===== config.mk =====
export PLATFORM = sky130hd
export DESIGN_NAME = cpu_trace_emitter_flat
export DESIGN_NICKNAME = d
export VERILOG_FILES = /design/src/rtl/cpu_trace_emitter_if.sv /design/src/rtl/cpu_trace_emitter.sv /design/src/flat_wrapper.sv
export SDC_FILE = /design/constraint.sdc
export NUM_CORES = 1
export LEC_CHECK = 0
export CAP_MARGIN = 20
export CORE_MARGIN = 8
export CORE_UTILIZATION = 40
export DETAILED_ROUTE_END_ITERATION = 8
export PLACE_DENSITY_LB_ADDON = 0.25
export SYNTH_ARGS = -nofsm -noshare
export SYNTH_HDL_FRONTEND = slang
export SYNTH_SLANG_ARGS = --single-unit

===== constraint.sdc =====
create_clock -name clk -period 10.4 [get_ports clk]
set_clock_uncertainty 0.15 [all_clocks]
set_input_delay 1.56 -clock clk [delete_from_list [all_inputs] [get_ports clk]]
set_output_delay 1.56 -clock clk [all_outputs]
set_load 0.02 [all_outputs]

===== src/rtl/cpu_trace_emitter_if.sv =====
// Handshake and event bus between the CPU write-back stage and the trace emitter.
// ev_time carries the event time field; "time" itself is a reserved word.
interface cpu_trace_emitter_if;
    logic        start;
    logic        kind;
    logic [13:0] ev_time;
    logic [31:0] pc;
    logic [4:0]  grf;
    logic [31:0] addr;
    logic [31:0] data;
    logic        char_ready;
    logic [7:0]  char;
    logic        char_valid;
    logic        busy;
    logic        done;

    modport master (
        output start, kind, ev_time, pc, grf, addr, data, char_ready,
        input  char, char_valid, busy, done
    );

    modport slave (
        input  start, kind, ev_time, pc, grf, addr, data, char_ready,
        output char, char_valid, busy, done
    );
endinterface


===== src/rtl/cpu_trace_emitter.sv =====
// Serialises one write-back event into an ASCII trace line, one character per
// valid/ready handshake. Time is converted to BCD by a 14-step double-dabble.
module cpu_trace_emitter #(
    parameter int TIME_MAX = 9999
) (
    input logic clk,
    input logic reset,
    cpu_trace_emitter_if.slave bus
);
    localparam logic [13:0] TIME_SAT = 14'(TIME_MAX);

    typedef enum logic [1:0] {IDLE, CONV, EMIT} state_t;
    state_t state;

    logic        kind_q;
    logic [4:0]  grf_q;
    logic [31:0] pc_q, addr_q, data_q;
    logic [29:0] dd;
    logic [3:0]  cnt;
    logic [5:0]  idx;
    logic [7:0]  char_q;
    logic        valid_q, busy_q, done_q;

    logic [15:0] bcd;
    logic [5:0]  t_len, g_len, rest, last, nidx;
    logic [3:0]  g_tens, g_ones, tdig;
    logic [1:0]  td;
    logic [7:0]  nxt;

    function automatic logic [13:0] sat_time(input logic [13:0] t);
        return (t > TIME_SAT) ? TIME_SAT : t;
    endfunction

    function automatic logic [29:0] dabble(input logic [29:0] v);
        logic [29:0] a;
        a = v;
        for (int i = 0; i < 4; i++)
            if (a[14+4*i +: 4] >= 4'd5) a[14+4*i +: 4] = a[14+4*i +: 4] + 4'd3;
        return {a[28:0], 1'b0};
    endfunction

    function automatic logic [7:0] hex_char(input logic [3:0] n);
        return (n < 4'd10) ? (8'h30 + {4'h0, n}) : (8'h57 + {4'h0, n});
    endfunction

    function automatic logic [7:0] dec_char(input logic [3:0] d);
        return 8'h30 + {4'h0, d};
    endfunction

    // Nibble j counted from the most significant end.
    function automatic logic [3:0] nib(input logic [31:0] w, input logic [2:0] j);
        return 4'(w >> {~j, 2'b00});
    endfunction

    always_comb begin
        bcd = dd[29:14];
        if (bcd[15:12] != 4'd0)     t_len = 6'd4;
        else if (bcd[11:8] != 4'd0) t_len = 6'd3;
        else if (bcd[7:4] != 4'd0)  t_len = 6'd2;
        else                        t_len = 6'd1;

        if (grf_q >= 5'd30)      begin g_tens = 4'd3; g_ones = 4'(grf_q - 5'd30); end
        else if (grf_q >= 5'd20) begin g_tens = 4'd2; g_ones = 4'(grf_q - 5'd20); end
        else if (grf_q >= 5'd10) begin g_tens = 4'd1; g_ones = 4'(grf_q - 5'd10); end
        else                     begin g_tens = 4'd0; g_ones = 4'(grf_q); end
        g_len = (g_tens != 4'd0) ? 6'd2 : 6'd1;

        // rest marks the " <= " that follows the variable-length destination field
        rest = kind_q ? (t_len + 6'd21) : (t_len + 6'd13 + g_len);
        last = rest + 6'd12;
        nidx = idx + 6'd1;
        td   = 2'(t_len - nidx);
        tdig = bcd[{td, 2'b00} +: 4];

        nxt = "#";
        if (nidx <= t_len)                nxt = dec_char(tdig);
        else if (nidx == t_len + 6'd1)    nxt = "@";
        else if (nidx <= t_len + 6'd9)    nxt = hex_char(nib(pc_q, 3'(nidx - t_len - 6'd2)));
        else if (nidx == t_len + 6'd10)   nxt = ":";
        else if (nidx == t_len + 6'd11)   nxt = " ";
        else if (nidx == t_len + 6'd12)   nxt = kind_q ? "*" : "$";
        else if (nidx < rest) begin
            if (kind_q)                   nxt = hex_char(nib(addr_q, 3'(nidx - t_len - 6'd13)));
            else if (g_len == 6'd2 && nidx == t_len + 6'd13) nxt = dec_char(g_tens);
            else                          nxt = dec_char(g_ones);
        end
        else if (nidx == rest)            nxt = " ";
        else if (nidx == rest + 6'd1)     nxt = "<";
        else if (nidx == rest + 6'd2)     nxt = "=";
        else if (nidx == rest + 6'd3)     nxt = " ";
        else if (nidx < rest + 6'd12)     nxt = hex_char(nib(data_q, 3'(nidx - rest - 6'd4)));
    end

    always_ff @(posedge clk or posedge reset) begin
        if (reset) begin
            state   <= IDLE;
            kind_q  <= 1'b0;
            grf_q   <= '0;
            pc_q    <= '0;
            addr_q  <= '0;
            data_q  <= '0;
            dd      <= '0;
            cnt     <= '0;
            idx     <= '0;
            char_q  <= 8'h00;
            valid_q <= 1'b0;
            busy_q  <= 1'b0;
            done_q  <= 1'b0;
        end else begin
            done_q <= 1'b0;
            case (state)
                IDLE: if (bus.start) begin
                    kind_q <= bus.kind;
                    grf_q  <= bus.grf;
                    pc_q   <= bus.pc;
                    addr_q <= bus.addr;
                    data_q <= bus.data;
                    dd     <= {16'h0000, sat_time(bus.ev_time)};
                    cnt    <= '0;
                    busy_q <= 1'b1;
                    state  <= CONV;
                end
                CONV: begin
                    dd  <= dabble(dd);
                    cnt <= cnt + 4'd1;
                    if (cnt == 4'd13) begin
                        state   <= EMIT;
                        idx     <= '0;
                        char_q  <= "^";
                        valid_q <= 1'b1;
                    end
                end
                EMIT: if (bus.char_ready) begin
                    if (idx == last) begin
                        done_q  <= 1'b1;
                        busy_q  <= 1'b0;
                        valid_q <= 1'b0;
                        state   <= IDLE;
                    end else begin
                        char_q <= nxt;
                        idx    <= nidx;
                    end
                end
                default: state <= IDLE;
            endcase
        end
    end

    assign bus.char       = char_q;
    assign bus.char_valid = valid_q;
    assign bus.busy       = busy_q;
    assign bus.done       = done_q;
endmodule


===== src/flat_wrapper.sv =====
// flat-port wrapper written by rule: the top's interface ports become plain ports
module cpu_trace_emitter_flat 
#(
    parameter int TIME_MAX = 9999
)
  (clk, reset, bus_start, bus_kind, bus_ev_time, bus_pc, bus_grf, bus_addr, bus_data, bus_char_ready, bus_char, bus_char_valid, bus_busy, bus_done);
  cpu_trace_emitter_if bus_i ();
  input logic clk;
  input logic reset;
  input wire logic [$bits(bus_i.start)-1:0] bus_start;
  input wire logic [$bits(bus_i.kind)-1:0] bus_kind;
  input wire logic [$bits(bus_i.ev_time)-1:0] bus_ev_time;
  input wire logic [$bits(bus_i.pc)-1:0] bus_pc;
  input wire logic [$bits(bus_i.grf)-1:0] bus_grf;
  input wire logic [$bits(bus_i.addr)-1:0] bus_addr;
  input wire logic [$bits(bus_i.data)-1:0] bus_data;
  input wire logic [$bits(bus_i.char_ready)-1:0] bus_char_ready;
  output wire logic [$bits(bus_i.char)-1:0] bus_char;
  output wire logic [$bits(bus_i.char_valid)-1:0] bus_char_valid;
  output wire logic [$bits(bus_i.busy)-1:0] bus_busy;
  output wire logic [$bits(bus_i.done)-1:0] bus_done;
  assign bus_i.start = bus_start;
  assign bus_i.kind = bus_kind;
  assign bus_i.ev_time = bus_ev_time;
  assign bus_i.pc = bus_pc;
  assign bus_i.grf = bus_grf;
  assign bus_i.addr = bus_addr;
  assign bus_i.data = bus_data;
  assign bus_i.char_ready = bus_char_ready;
  assign bus_char = bus_i.char;
  assign bus_char_valid = bus_i.char_valid;
  assign bus_busy = bus_i.busy;
  assign bus_done = bus_i.done;
  cpu_trace_emitter #(.TIME_MAX(TIME_MAX)) u_core (.clk(clk), .reset(reset), .bus(bus_i));
endmodule

==> metrics.md, run 1 <==
| Metric | Value |
|---|---|
| PostCTS Resize Cnt | 0 |
| Wire per inst | roughly 17 um |
| Pre-antenna DRT Iters | 5 |
| Ranking of synthesized cells by area | dfrtp_1 (40%), nand2_1 (14%), ha_1 (6.1%) |
| XOR/XNOR Fraction of Synth Area | around 4% |
| Antenna violations before repair | 0 |
| Post-synthesis mux area share | about 7.8% |
| Row Count | 56 |
| Root buf cell | clkbuf_16 |
| Status | completed |
| Worst Path Required | 10.55 ns |
| Post-synth EDFFs | 0 |
| Die Wd | 171 um |
| Relative slew slack | 32.9% |
| Dominant cell type by area after synthesis | dfrtp_1 |
| Area growth syn-to-layout | 22.0% |
| Ratio of cells with drive above 1 in the final layout | 7.83% |
| Core box area | 23500 um^2 |
| Sink Count | 154 |
| Share of flip-flops with an asynchronous set or reset | 100% |
| Seq/Total Area, Yosys | 40.1% |
| Commonest non-fill, non-tap cell in the layout | nand2_1 |
| Most frequent cells in the layout | nand2_1 (360), dfrtp_1 (154), clkdlybuf4s50_1 (129) |
| Avg Cell Area, Syn | slightly below 9 um^2 |
| CP arrival | 6.53 ns |
| Full die area | 29300 um^2 |
| Warnings from Yosys | 0 |
| Routed vias/inst | 5.40 |
| Final period util | between 60% and 70% |
| Yosys reg bits | ~150 |
| Drt total wl | around 26000 um |
| Final net count | 1371 |
| Setup CP Type | flop to flop |
| Post-DRT Antenna Nets | 0 |
| Clock-pin slew on the worst setup and hold paths | 0.07 ns |
| CTS Hold Buffers Added | 0 |
| Max Fclk | 157 MHz |
| Starting density of the core | 40.8% |
| Global route overflow | 0 |
| H-tree depth | 4 |
| Predominant post-synthesis flop cell | dfrtp_1 |
| Crit-path max FO | 7 |
| Critical path endpoint category | flop |
| DRT iter0 DRCs | 565 |
| CTS Buffer Depth | 2 |
| Postcts setup bufs | 0 |
| Die height | 171 um |
| Startpoint Class | flop |
| Fin crit period | between 6 and 7 ns |
| # DRC | 0 |
| Largest family of logic cells by synthesized area | simple AND/OR/NAND/NOR gates |
| Post-synth cell types | 86 |
| Mapped Area | 9620 um^2 |
| Final-layout fill cell count | approximately 2300 |
| Gp weighted congestion | slightly above 0.9 |
| RSZ-0062 raised after global routing | no |
| Fin. max-slew vios | 0 |
| Synth Area in Simple Gates | a little under a quarter |
| Synthesized-area fraction occupied by adder cells | 6.74% |
| Post-Route Setup TNS | 0 ns |
| Largest net degree at the start of global routing | 101 |
| Total GRT Usage | 18.4% |
| Syn Inst Count | 1096 |
| Via count | 8280 |
| Max Cap Viol | 0 |
| Input/output buffers | 129 |
| Top cell type's share of synthesized area | between 40% and 50% |
| I/O pins | about 130 |
| Worst-skew pair later-pin latency | roughly 0.42 ns |
| Dpl hpwl | 19300 um |
| Vias in the first global route | 8297 |
| Antenna diode count | 0 |
| Synth Area in Compound Gates | 13.3% |
| Setup violations, final | 0 |
| Clock tree from TritonCTS | done |
| First-pass GRT wire length | between 40000 and 50000 um |
| Hold Crit Class | flop to flop |
| Endpoints failing hold | 0 |
| Worst-margin pin slew | 1.00 ns |
| Total CTS buffers | 17 |
[cells by family after synthesis]
| logic type | Yosys count |
|---|---|
| compound gates | 189 |
| xor+xnor | 37 |
| fa+ha+maj | 50 |
| buf+inv | 99 |
| flops | 154 |
| mux | 45 |
| other cells | 1 |
| simple gates | 521 |
[Yosys cell counts (4+ instances only)]
cell type,number
a211oi_1,4
a21o_1,4
a21oi_1,43
a222oi_1,4
a22oi_1,8
a31oi_1,9
a32o_1,4
and2_1,6
and3_1,6
buf_2,4
clkbuf_1,45
dfrtp_1,154
ha_1,47
inv_1,44
mux2i_1,18
mux4_2,24
nand2_1,360
nand2b_1,9
nand3_1,24
nand3b_1,6
nand4_1,6
nor2_1,37
nor2b_1,6
nor3_1,12
nor3b_1,7
nor4_1,13
o211ai_1,11
o21a_1,5
o21ai_0,50
o22ai_1,5
o31ai_1,7
or2_2,7
xnor2_1,21
xor2_1,11
[state kept, by name, indices dropped and copies added, names as in the netlist, 2 cells and up]
| register | count |
|---|---|
| u_core.addr_q | 32 |
| u_core.pc_q | 32 |
| u_core.dd | 30 |
| u_core.bus.char | 7 |
| u_core.grf_q | 5 |
| u_core.data_q | 32 |
| u_core.idx | 6 |
| u_core.state | 2 |
| u_core.cnt | 4 |
[per-layer routing]
layer  share of wire, %  global-route usage [%]
met5                  0                       0
met4                2.0                    5.56
met3                5.4                    4.17
met2                 46                    28.6
met1                 46                    25.2
[cell type report]
class                           instances  area [um^2]  area share [%]
Multi-Input combinational cell        844         5370            45.8
Clock inverter                         13          109           0.928
Sequential cell                       154         3850            32.9
Inverter                               47          194            1.65
Tap cell                              319          399            3.40
Clock buffer                           19          453            3.86
Timing Repair Buffer                  137         1350            11.5
[stage by stage]
step	instances	setup WS, ns	util, %	hold slack [ns]	area, um^2
2_1_floorplan	1097	4.54	-	0.290	9620
3_3_place_gp	1501	4.26	47.4	0.302	11200
3_5_place_dp	1501	4.08	47.4	0.307	11200
4_1_cts	1533	4.05	49.8	0.323	11700
5_1_grt	1533	3.59	49.8	0.335	11700
6_report	1533	4.02	49.8	0.319	11700
[final timing paths]
path                                 startpoint                  to  slack, ns  cells past startpoint
max in group asynchronous                 reset     u_core.grf_q[4]       7.17                      3
worst max-delay path              u_core.dd[22]  u_core.bus.char[2]       4.02                     23
worst min-delay path            u_core.pc_q[18]     u_core.pc_q[18]       0.32                      2
min in group asynchronous                 reset     u_core.pc_q[23]       1.58                      2
worst min register to register  u_core.pc_q[18]     u_core.pc_q[18]       0.32                      2
worst max register to register    u_core.dd[22]  u_core.bus.char[2]       4.02                     23
[critical path, cell delays in order (launching register included)]
cell,delay [ns]
dfrtp_1,0.43
inv_1,0.12
ha_1,0.25
or3b_1,0.50
o21ai_0,0.27
inv_1,0.12
ha_1,0.33
inv_1,0.14
fa_1,0.43
mux2i_1,0.66
inv_1,0.21
ha_1,0.35
ha_1,0.21
xnor3_1,0.39
mux4_2,0.34
mux2i_1,0.24
ha_1,0.24
a21oi_1,0.07
a31oi_1,0.16
nor3_1,0.06
o21ai_0,0.07
a31oi_1,0.12
o2111ai_1,0.28
a21oi_1,0.10
Power of run 1 is left out: the tool's default activity adds up to more than one toggle a clock period on the data nets, which glitch-free logic cannot reach.
==> run 2, diff against run 1 <==
Clock period 10.4 ns to 5.8 ns, I/O delays scaled along.
==> run 2 against run 1 <==
Core utilization up 0.90 points; via count down 0.47%; routed wire length up 2.0%; critical path depth down 4; fmax up 14%; die area unchanged; register-to-register slack worse by 3.8 ns; first-iteration DRC count up 8.0%.
==> metrics.md, run 2 (synthesis results as in run 1) <==
| Metric | Value |
|---|---|
| Status | completed |
| Worst-margin pin slew | 1.00 ns (+0.00122 ns) |
| CP arrival | 5.79 ns (-0.74 ns) |
| Setup CP Type | flop to flop |
| Die height | 171 um (unchanged) |
| Antenna violations before repair | 0 (unchanged) |
| RSZ-0062 raised after global routing | no |
| Root buf cell | clkbuf_16 |
| # DRC | 0 (unchanged) |
| Fin. max-slew vios | 0 (unchanged) |
| Reg power frac | 20.4% |
| Full die area | 29300 um^2 (unchanged) |
| Sw frac | 45.8% |
| Cell Pwr Density | 767 nW/um^2 |
| Row Count | 56 (unchanged) |
| Placed instance count | 1521 (+1.3%) |
| Final cell count without fillers | 1552 (+1.2%) |
| Postcts setup bufs | 0 (unchanged) |
| Post-Route Setup TNS | 0 ns (unchanged) |
| Clock tree from TritonCTS | done |
| Final period util | 96.2% (+35 points) |
| Fin crit period | 5.58 ns (-0.801 ns) |
| Pre-antenna DRT Iters | 6 (+1) |
| Pre-CTS setup slack | -0.00527 ns (-4.08 ns) |
| Input/output buffers | 129 (unchanged) |
| Antenna diode count | 0 (unchanged) |
| Gp weighted congestion | 0.911 (-2.5%) |
| Die Wd | 171 um (unchanged) |
| Hold Crit Class | flop to flop |
| Relative slew slack | 32.8% (-0.082 points) |
| Worst Path Required | 6.01 ns (-4.54 ns) |
| Max Cap Viol | 0 (unchanged) |
| Min Hold Slack | 0.320 ns (+0.000351 ns) |
| Total GRT Usage | 18.6% (+0.17 points) |
| Commonest non-fill, non-tap cell in the layout | nand2_1 |
| Ratio of cells with drive above 1 in the final layout | 9.73% (+1.9 points) |
| Crit-path max FO | 8 (+1) |
| Cell-internal power | 4960 uW |
| Dpl hpwl | 20000 um (+3.4%) |
| Post-DRT Antenna Nets | 0 (unchanged) |
| Logic pwr share | roughly 67% |
| Endpoints failing hold | 0 (unchanged) |
| Starting density of the core | 40.8% (unchanged) |
| Largest registers | u_core.addr_q x32, u_core.data_q x32, u_core.pc_q x32 |
| Clock-pin slew on the worst setup and hold paths | 0.06 ns (about the same) |
| Routed vias/inst | 5.31 (-1.7%) |
| Clock power share | 12.4% |
| R2R cell count | 19 (-17%) |
| CTS Buffer Depth | 2 (unchanged) |
| First-pass GRT wire length | 43000 um (about the same) |
| Max Fclk | 179 MHz (+14%) |
| Worst-skew pair later-pin latency | 0.42 ns (about the same) |
| H-tree depth | 4 (unchanged) |
| DRT iter0 DRCs | 610 (+8.0%) |
| P_sw | 4200 uW |
| Final net count | 1391 (+1.5%) |
| Vias in the first global route | 8140 (-1.9%) |
| Sink Count | 154 (unchanged) |
| Lkg Pwr | 0.00551 uW |
| I/O pins | 131 (unchanged) |
| Via count | 8241 (-0.47%) |
| Worst vdd rail ir drop | around 0.45 mV |
| Wire per inst | 17.3 um (+0.77%) |
| Critical path endpoint category | flop |
| Global route overflow | 0 (unchanged) |
| CTS Hold Buffers Added | 0 (unchanged) |
| Core box area | 23500 um^2 (unchanged) |
| Most frequent cells in the layout | nand2_1 (360), dfrtp_1 (154), clkdlybuf4s50_1 (129) |
| Area growth syn-to-layout | 24.2% |
| Drt total wl | 26800 um (+2.0%) |
| Total CTS buffers | 17 (unchanged) |
| Setup slack, reg-to-reg | 0.22 ns (-3.80 ns) |
| Setup violations, final | 0 (unchanged) |
| Setup ws final | 0.221 ns (-3.80 ns) |
| Hold path cells | 2 (unchanged) |
| Largest net degree at the start of global routing | 94 (-6.9%) |
| Startpoint Class | flop |
==> run 2: path summary, 6_finish.rpt <==
path | to | startpoint
setup / recovery | u_core.bus.char[6] | u_core.dd[26]
hold / removal | u_core.pc_q[12] | u_core.pc_q[12]
setup reg to reg | u_core.bus.char[6] | u_core.dd[26]
hold reg to reg | u_core.pc_q[12] | u_core.pc_q[12]
max in group asynchronous | u_core.bus.char[2] | reset
min in group asynchronous | u_core.pc_q[10] | reset
==> run 2: cell type report <==
cell class	count	area [um^2]
Tap cell	319	399
Clock inverter	11	136
Sequential cell	154	3850
Inverter	47	194
Fill cell	2285	11600
Clock buffer	20	457
Timing Repair Buffer	157	1500
Multi-Input combinational cell	844	5400
==> run 2: power by group through the flow <==
stage	Sequential [uW]	Combinational (uW)	Clock, uW
final	1870	6150	1140
after global routing	1930	6830	1200
after CTS	1870	6070	1160
after detailed placement	1880	6020	0
after global placement	1870	5940	0
after floorplan	1780	4670	0
==> run 2: per-stage QoR <==
stage          power, uW  cell area (um^2)  util [%]
2_1_floorplan       6440              9620         -
3_3_place_gp        7810             11300      48.1
3_5_place_dp        7900             11300      48.1
4_1_cts             9100             11900      50.6
5_1_grt             9960             11900      50.7
6_report            9160             11900      50.7
==> run 2: repair_timing <==
action / 4_1_cts / 5_1_grt
resized for setup: 1 / 9
endpoints found under the hold margin: 0 / 0
endpoints found under the setup margin: 1 / 7
==> run 2: worst max-delay path, cell delays in order, from the launching register on <==
cell and delay (ns):
dfrtp_1 0.42, inv_1 0.11, ha_1 0.20, or3b_4 0.48, a21oi_1 0.28, ha_1 0.34, ha_1 0.32, a21oi_1 0.36
o21ai_1 0.19, xnor2_2 0.34, inv_2 0.07, ha_1 0.32, ha_1 0.28, o21a_1 0.10, o21a_1 0.16, o21a_1 0.18
or2_2 0.33, or4_1 0.52, o211ai_1 0.17, o221a_2 0.19
==> run 2: layer usage <==
layer,up-vias,track usage [%],routed length (um)
li1,4042,-,-
met1,3969,25.8,12600
met2,210,28.5,12300
met3,20,4.33,1440
met4,0,4.99,456
met5,-,0,0
No activity file was read; power rests on OpenSTA's default activity.
